## config.mk

```make
export PLATFORM = sky130hd
export DESIGN_NAME = uart_tx_arbiter
export DESIGN_NICKNAME = d
export VERILOG_FILES = /design/src/rtl/uart_tx_arbiter.sv
export SDC_FILE = /design/constraint.sdc
export NUM_CORES = 1
export LEC_CHECK = 0
export BUFFER_PORTS_ARGS = -buffer_cell sky130_fd_sc_hd__buf_2
export CORE_ASPECT_RATIO = 1.2
export CORE_MARGIN = 3
export CORE_UTILIZATION = 48
export CTS_BUF_LIST = sky130_fd_sc_hd__clkbuf_8
export CTS_CLUSTER_SIZE = 8
export DETAILED_ROUTE_END_ITERATION = 6
export MAX_ROUTING_LAYER = met4
export PLACE_DENSITY = 0.81
export SLEW_MARGIN = 20
export SYNTH_ARGS = -nofsm -noshare
export SYNTH_HDL_FRONTEND = slang
export SYNTH_SLANG_ARGS = --single-unit
```

## constraint.sdc

```tcl
create_clock -name clk -period 2.15 [get_ports clk]
set_clock_uncertainty 0.05 [all_clocks]
set_input_delay 0.1075 -clock clk [delete_from_list [all_inputs] [get_ports clk]]
set_output_delay 0.1075 -clock clk [all_outputs]
set_load 0.01 [all_outputs]
```

## src/rtl/uart_tx_arbiter.sv

```systemverilog
// Round-robin arbiter sharing one UART transmitter between NREQ valid/ready byte sources.
// Optional watchdog on the transmitter done pulse: define TX_TIMEOUT_EN.
module uart_tx_arbiter #(
  parameter int unsigned NREQ           = 4,
  parameter int unsigned DBIT           = 8,
  parameter int unsigned GAP_CYCLES     = 16,
  parameter int unsigned TIMEOUT_CYCLES = 4096
) (
  input  logic                    clk,
  input  logic                    reset_n,
  input  logic [NREQ-1:0]         req_valid,
  input  logic [NREQ*DBIT-1:0]    req_data,
  output logic [NREQ-1:0]         req_ready,
  output logic                    tx_start,
  output logic [DBIT-1:0]         tx_data,
  input  logic                    tx_done,
  output logic [$clog2(NREQ)-1:0] grant_id,
  output logic                    busy,
  output logic                    timeout_err
);

  localparam int unsigned IW = $clog2(NREQ);
  localparam int unsigned GW = (GAP_CYCLES > 1) ? $clog2(GAP_CYCLES) : 1;
  localparam logic [GW-1:0] GAP_LAST = GW'((GAP_CYCLES > 0) ? GAP_CYCLES - 1 : 0);

  typedef enum logic [1:0] {
    IDLE,
    LAUNCH,
    WAIT,
    GAP
  } state_t;

  state_t        state;
  state_t        state_next;
  state_t        after_frame;
  logic [IW-1:0] last;
  logic [IW-1:0] winner;
  logic [IW-1:0] idx;
  logic          found;
  logic          accept;
  logic [GW-1:0] gap_cnt;
  logic          wd_expire;

  // First valid requester after the previous winner, wrapping modulo NREQ.
  always_comb begin
    winner = last;
    found  = 1'b0;
    idx    = '0;
    for (int unsigned i = 1; i <= NREQ; i++) begin
      idx = IW'((32'(last) + i) % NREQ);
      if (!found && req_valid[idx]) begin
        winner = idx;
        found  = 1'b1;
      end
    end
  end

  assign accept      = (state == IDLE) && found;
  assign req_ready   = (accept && reset_n) ? (NREQ'(1) << winner) : '0;
  assign tx_start    = (state == LAUNCH);
  assign after_frame = (GAP_CYCLES > 0) ? GAP : IDLE;

  always_comb begin
    state_next = state;
    unique case (state)
      IDLE:   if (found) state_next = LAUNCH;
      LAUNCH: state_next = WAIT;
      WAIT:   if (tx_done || wd_expire) state_next = after_frame;
      GAP:    if (gap_cnt == GAP_LAST) state_next = IDLE;
    endcase
  end

  always_ff @(posedge clk or negedge reset_n) begin
    if (!reset_n) begin
      state    <= IDLE;
      busy     <= 1'b0;
      last     <= IW'(NREQ - 1);
      tx_data  <= '0;
      grant_id <= '0;
      gap_cnt  <= '0;
    end else begin
      state   <= state_next;
      busy    <= (state_next != IDLE);
      gap_cnt <= (state == GAP && state_next == GAP) ? gap_cnt + 1'b1 : '0;
      if (accept) begin
        tx_data  <= req_data[winner*DBIT +: DBIT];
        grant_id <= winner;
        last     <= winner;
      end
    end
  end

`ifdef TX_TIMEOUT_EN
  localparam int unsigned WW = (TIMEOUT_CYCLES > 1) ? $clog2(TIMEOUT_CYCLES) : 1;

  logic [WW-1:0] wd_cnt;

  assign wd_expire = (state == WAIT) && (wd_cnt == WW'(TIMEOUT_CYCLES - 1));

  // Counter is zero whenever WAIT is not being held, so it starts clean on entry.
  always_ff @(posedge clk or negedge reset_n) begin
    if (!reset_n) begin
      wd_cnt      <= '0;
      timeout_err <= 1'b0;
    end else begin
      wd_cnt      <= (state == WAIT && state_next == WAIT) ? wd_cnt + 1'b1 : '0;
      timeout_err <= wd_expire && !tx_done;
    end
  end
`else
  assign wd_expire   = 1'b0;
  assign timeout_err = 1'b0;
`endif

endmodule

```

==> reports/metrics.yaml, run 1 <==
power:
  ir_worst_vdd_mv: 0.8561
  combPwrFrac: 0.510
  power_leakage_nw: 0.7889
  p_clk_frac: 0.131
  total_power_mw: 1.850
  pwr-share-seq: 0.359
  internal_power_mw: 1.092
  p_sw_uw: 757.4
  p_sw_frac: 0.4095
  pwr_density_cell_mw_per_mm2: 1147
min_path:
  worstHoldStart: "tx_done"
  hold_class: "in2reg"
  holdPathEnd: "state[0]$_DFF_PN0_"
  min_path_cells: 3
finish:
  diodes: 0
  drive_gt1_frac: 0.4316
  final_common_cell: "buf_2"
  fin_util: 0.6717
  final_nets: 231
  layout_common_cells: "54 x buf_2, 17 x dfrtp_1, 15 x nor2_1"
  fin_area_mm2: 0.001613
  area_growth_syn_to_layout_pct: 28.00
clocking:
  clockRootBuffer: "clkbuf_8"
  clock_latency_ns: 0.25
  cts_buffers: 3
  clockBufferDepth: 2
  cts-htree-levels: 1
  clk_pin_slew_ns: 0.07
  cts.sinks: 19
  cts_tree: "yes"
timing:
  grt_setup_unrepaired: "false"
  drv_slew: 0
  timing.final.crit_period_ns: 2.038
  hold_viol: 0
  max_freq_mhz: 490.7
  finalSetupViolations: 0
  fin_crit_sh: 0.9479
  fin_tns_setup_ns: 0
setup_path:
  path_max_fanout: 11
  r2r_cells: 6
  cpPeakStageDelay_ns: 0.57
  critPathSlowestCell: "dfstp_2"
  start_kind: "flip-flop"
  reg2reg_from: "last[1]$_DFFE_PN1P_"
  crit_type: "reg2out"
  required_ns: 1.99
  crit_buf_inv: 1
  crit_chain: "nand2b_2 -> nor2_2 -> a211o_2 -> nor3_1 -> buf_2"
  crit_family: "flip-flops"
  reg2reg_setup_slack_ns: 0.20
  worstReg2RegEnd: "tx_data[6]$_DFFE_PN0P_"
  endpoint_kind: "output port"
  worstPathArrival_ns: 1.88
global_route:
  track_usage: 0.2365
  grt.overflow.total: 0
  grt_pass1_vias: 1288
  antenna_found_initial: 0
  grt_pass1_wl_um: 5844
  grt_max_degree: 20
floorplan:
  start_util: 0.5248
  die_x_um: 52.77
  ioPinCount: 56
  rows: 19
  die_y_um: 62.13
  core_mm2: 0.002401
  die_area_mm2: 0.003278
synthesis:
  synth.distinct_cells: 42
  synth_warnings: 0
  seq_area_frac_synth: 0.3793
  syn_avg_cell_area_um2: 9.473
  synthCells: 133
  async_reset_ff_frac: 1.000
  synth-edff-count: 0
  syn-num-nets: 173
  synth-seq-cells: 19
  ys.flop_type: "dfrtp_1"
  netlist_area_mm2: 0.001260
routing:
  drt_first_pass_iters: 4
  remaining_drc_errors: 0
  wl_met1_um: 1398
  vias: 1232
  wl_met2_um: 1735
  wl_um: 3367
  drtAntennaViolNets: 0
  wl_met3_um: 155
  dr.max_layer_used: "met4"
  routedWlPerCell_um: 15.24
  vias_per_cell: 5.575
  drt_iter0_drc: 29
placement:
  gp_congestion: 0.8514
  dp_hpwl_um: 2719
  portBuffers: 54
  dpl-instance-area_mm2: 0.001556
flow_run:
  drv_cap: 0
run_status:
  outcome: "completed"
-- area by class of cell --
class,instances,area (um^2)
Fill cell,205,788.3
Multi-Input combinational cell,103,710.7
Sequential cell,19,478.0
Timing Repair Buffer,62,332.8
Clock buffer,3,41.29
Tap cell,31,38.79
Inverter,2,7.507
Clock inverter,1,3.754
-- stage by stage --
step                hold slack [ns]  worst slack [ns]  instances
floorplan                   -0.2381            0.2682        133
global placement            0.06631            0.2501        216
detailed placement          0.07074            0.2140        216
CTS                         0.04872           0.08837        221
global route                0.07761          0.009244        221
finish                      0.05017            0.1121        221
-- registers in the layout, summed over array words and instances, names as in the netlist --
name,count
last,2
busy,1
state,2
tx_data,8
gap_cnt,4
grant_id,2
-- power by group through the flow --
| stage | sequential (mW) | combinational [mW] | clock, mW |
|---|---|---|---|
| after floorplan | 0.683 | 0.665 | 0 |
| after global placement | 0.659 | 0.897 | 0 |
| after detailed placement | 0.670 | 0.939 | 0 |
| after CTS | 0.665 | 0.947 | 0.252 |
| after global routing | 0.687 | 1.07 | 0.267 |
| final | 0.665 | 0.943 | 0.242 |
-- how the worst max path moves through the flow --
stage,endpoint,slack (ns),start,cells after the start
3_3_place_gp,tx_data[3]$_DFFE_PN0P_,0.25,last[0]$_DFFE_PN1P_,5
3_5_place_dp,tx_data[3]$_DFFE_PN0P_,0.21,last[0]$_DFFE_PN1P_,5
2_1_floorplan,tx_data[2]$_DFFE_PN0P_,0.27,last[1]$_DFFE_PN1P_,8
4_1_cts,req_ready[2],0.09,last[0]$_DFFE_PN1P_,5
5_1_grt,req_ready[2],0.009,last[0]$_DFFE_PN1P_,5
6_report,req_ready[2],0.11,last[0]$_DFFE_PN1P_,5
-- cell families (layout without fill, tap and decap cells) --
kind of cell,Yosys count,in the layout,share of synthesized area
AND/OR/NAND/NOR,56,56,0.2403
AO/OA/AOI/OAI,35,35,0.2324
flip-flops,19,19,0.3793
buffers and inverters,11,68,0.05760
multiplexers,8,8,0.06356
XOR/XNOR,2,2,0.01391
adder cells (fa/ha/maj),1,1,0.009929
other,1,1,0.002976
-- metal layers --
| metal | GRT usage | vias up |
|---|---|---|
| met3 | 0.009569 | 8 |
| li1 | - | 605 |
| met2 | 0.3820 | 46 |
| met4 | 0.1150 | 0 |
| met1 | 0.2969 | 573 |
| met5 | - | - |
-- worst reg2reg max path, delay by kind of cell, from the launching register on --
kind / cells / cell delay, ns
flip-flops: 1 / 0.61
AND/OR/NAND/NOR: 3 / 0.62
buffers and inverters: 1 / 0.21
multiplexers: 1 / 0.25
AO/OA/AOI/OAI: 1 / 0.10
-- Yosys cell counts, types with 2 or more instances --
cell,count,area share
dfrtp_1,17,0.34
nor2_1,15,0.045
nand2_1,12,0.036
mux2i_1,8,0.064
a211o_1,7,0.049
nand4_1,6,0.030
o211ai_2,6,0.060
o31ai_1,6,0.036
buf_2,4,0.016
nor3_1,4,0.016
a211oi_1,3,0.018
a21oi_1,3,0.012
buf_6,3,0.027
nand3_1,3,0.012
a2111oi_0,2,0.014
and3_1,2,0.0099
dfstp_2,2,0.042
inv_1,2,0.0060
nand2b_1,2,0.0099
o21ai_0,2,0.0079
o31a_1,2,0.014
or2_1,2,0.0099
-- timing repair --
item | CTS | global route
endpoints found under the setup margin | 0 | 2
setup buffers | 0 | 0
hold endpoints to repair | 17 | 0
hold buffers | 1 | 0
gates resized for setup | 0 | 1
Note: power is estimated with default switching activity, not from simulation.
==> inputs of run 2 (changes only) <==
--- a/config.mk
+++ b/config.mk
@@ -7,13 +7,13 @@
 export LEC_CHECK = 0
 export BUFFER_PORTS_ARGS = -buffer_cell sky130_fd_sc_hd__buf_2
 export CORE_ASPECT_RATIO = 1.2
-export CORE_MARGIN = 3
 export CORE_UTILIZATION = 48
 export CTS_BUF_LIST = sky130_fd_sc_hd__clkbuf_8
 export CTS_CLUSTER_SIZE = 8
 export DETAILED_ROUTE_END_ITERATION = 6
 export MAX_ROUTING_LAYER = met4
 export PLACE_DENSITY = 0.81
+export RECOVER_POWER = 25
 export SLEW_MARGIN = 20
 export SYNTH_ARGS = -nofsm -noshare
 export SYNTH_HDL_FRONTEND = slang
==> reports/metrics.yaml, run 2 (same netlist as run 1, synthesis figures left out) <==
routing:
  drt_iter0_drc: 32  # was 29
  wl_um: 2977  # was 3367 um
  vias_per_cell: 5.591  # was 5.575
  remaining_drc_errors: 1  # was 0
  vias: 1230  # was 1232
  drt_first_pass_iters: 6  # was 4
  routedWlPerCell_um: 13.53  # was 15.24 um
  drtAntennaViolNets: 0  # unchanged
global_route:
  grt_pass1_vias: 1082  # was 1288
  antenna_found_initial: 0  # unchanged
  track_usage: 0.2232  # was 0.2365
  grt.overflow.total: 0  # unchanged
  grt_pass1_wl_um: 4754  # was 5844 um
  met3_usage: 0.02362  # was 0.009569
  grtUsageMet1: 0.2807  # was 0.2969
  top_usage_layer: "met2"  # unchanged
  gr-usage-met2: 0.3651  # was 0.3820
  grt_max_degree: 21  # was 20
placement:
  dp_hpwl_um: 2352  # was 2719 um
  gp_congestion: 1.006  # was 0.8514
  placed_cells: 215  # was 216
  portBuffers: 54  # unchanged
clocking:
  post_cts_buffers: 0  # unchanged
  clockRootBuffer: "clkbuf_8"  # unchanged
  cts-htree-levels: 1  # unchanged
  clockBufferDepth: 2  # unchanged
  clock_latency_ns: 0.25  # about the same
  cts.sinks: 19  # unchanged
  clk_pin_slew_ns: 0.07  # about the same
  cts_buffers: 3  # unchanged
  cts_tree: "yes"  # unchanged
setup_path:
  endpoint_kind: "output port"  # unchanged
  worstPathArrival_ns: 1.88  # about the same
  crit_type: "reg2out"  # unchanged
  path_max_fanout: 11  # unchanged
  start_kind: "flip-flop"  # unchanged
  required_ns: 1.99  # about the same
floorplan:
  die_y_um: 58.13  # was 62.13 um
  die_x_um: 48.77  # was 52.77 um
  die_area_mm2: 0.002835  # was 0.003278 mm^2
  rows: 20  # was 19
  core_mm2: 0.002502  # was 0.002401 mm^2
  ioPinCount: 56  # unchanged
  start_util: 0.5035  # was 0.5248
timing:
  worst_pin_slew_ns: 0.6247
  grt_setup_unrepaired: "false"  # unchanged
  fin_tns_setup_ns: 0  # unchanged
  drv_slew: 0  # unchanged
  max_freq_mhz: 489.7  # was 490.7 MHz
  timing.final.crit_period_ns: 2.042  # was 2.038 ns
  hold_ws_ns: 0.04307  # was 0.05017 ns
  relSlewSlack: 0.5812
  fin_crit_sh: 0.9498  # was 0.9479
  hold_viol: 0  # unchanged
  finalSetupViolations: 0  # unchanged
finish:
  fin_util: 0.6370  # was 0.6717
  drive_gt1_frac: 0.4278  # was 0.4316
  fillCellCount: 228  # was 205
  diodes: 0  # unchanged
  regMostFlops: "tx_data"  # unchanged
  final_common_cell: "buf_2"  # unchanged
  final_nets: 228  # was 231
  seq_area_um2: 478.0  # unchanged
  largest_register_ffs: 8  # unchanged
  layout_common_cells: "54 x buf_2, 17 x dfrtp_1, 15 x nor2_1"  # unchanged
  area_growth_syn_to_layout_pct: 26.51  # was 28.00%
  top_regs: "tx_data x8, gap_cnt x4"  # unchanged
  multi_input_area_um2: 710.7  # unchanged
  final_cells: 220  # was 221
power:
  ir_worst_vdd_mv: 0.7148  # was 0.8561 mV
  pwr_density_cell_mw_per_mm2: 1146  # was 1147 mW/mm^2
  total_power_mw: 1.827  # was 1.850 mW
  power_leakage_nw: 0.7724  # was 0.7889 nW
flow_run:
  drv_cap: 0  # unchanged
run_status:
  violations: "DRC"
  outcome: "complete, but fails checks"  # was completed
min_path:
  hold_class: "in2reg"  # unchanged
==> run 2: worst paths after layout <==
kind,from,endpoint,slack [ns],cells past startpoint
setup / recovery,last[0]$_DFFE_PN1P_,req_ready[2],0.11,5
hold / removal,tx_done,state[0]$_DFF_PN0_,0.04,3
setup reg to reg,last[1]$_DFFE_PN1P_,tx_data[0]$_DFFE_PN0P_,0.17,5
hold reg to reg,gap_cnt[0]$_DFF_PN0_,gap_cnt[0]$_DFF_PN0_,0.41,1
max in group asynchronous,reset_n,last[1]$_DFFE_PN1P_,1.43,2
min in group asynchronous,reset_n,state[0]$_DFF_PN0_,0.28,2
==> run 2: final cells by class <==
type                    count  share of cell area
multi-input cells         103              0.4458
well taps                  33             0.02590
flip-flops and latches     19              0.2998
repair buffers             59              0.1947
clock buffers               3             0.02590
inverters                   2            0.004710
clock inverters             1            0.003140
==> run 2: worst max-delay path, cell delays in order (launching register included) <==
cell and delay (ns):
dfstp_2 0.58, nand2b_2 0.16, nor2_2 0.10, a211o_2 0.43, nor3_1 0.21, buf_2 0.16
==> run 2: per-stage QoR <==
step / area, um^2 / setup slack, ns
2_1_floorplan: 1260 / 0.2682
3_3_place_gp: 1536 / 0.2508
3_5_place_dp: 1536 / 0.2028
4_1_cts: 1593 / 0.09869
5_1_grt: 1594 / 0.02687
6_report: 1594 / 0.1079
==> run 2: timing repair <==
action | in CTS | in global routing
gates resized for setup | 0 | 1
hold buffers | 1 | 0
endpoints found under the setup margin | 0 | 1
hold endpoints to repair | 17 | 0
==> run 2: report_power, final <==
group | internal, mW | switching (mW) | leakage [nW]
clock | 0.128 | 0.114 | 0.0255
combinational | 0.414 | 0.502 | 0.531
sequential | 0.539 | 0.130 | 0.216
total | 1.08 | 0.746 | 0.772
==> run 2: routing by layer <==
metal	routed length (um)	vias up
met5	0	-
met4	63	0
met3	131	8
met2	1511	40
met1	1270	584
li1	-	598
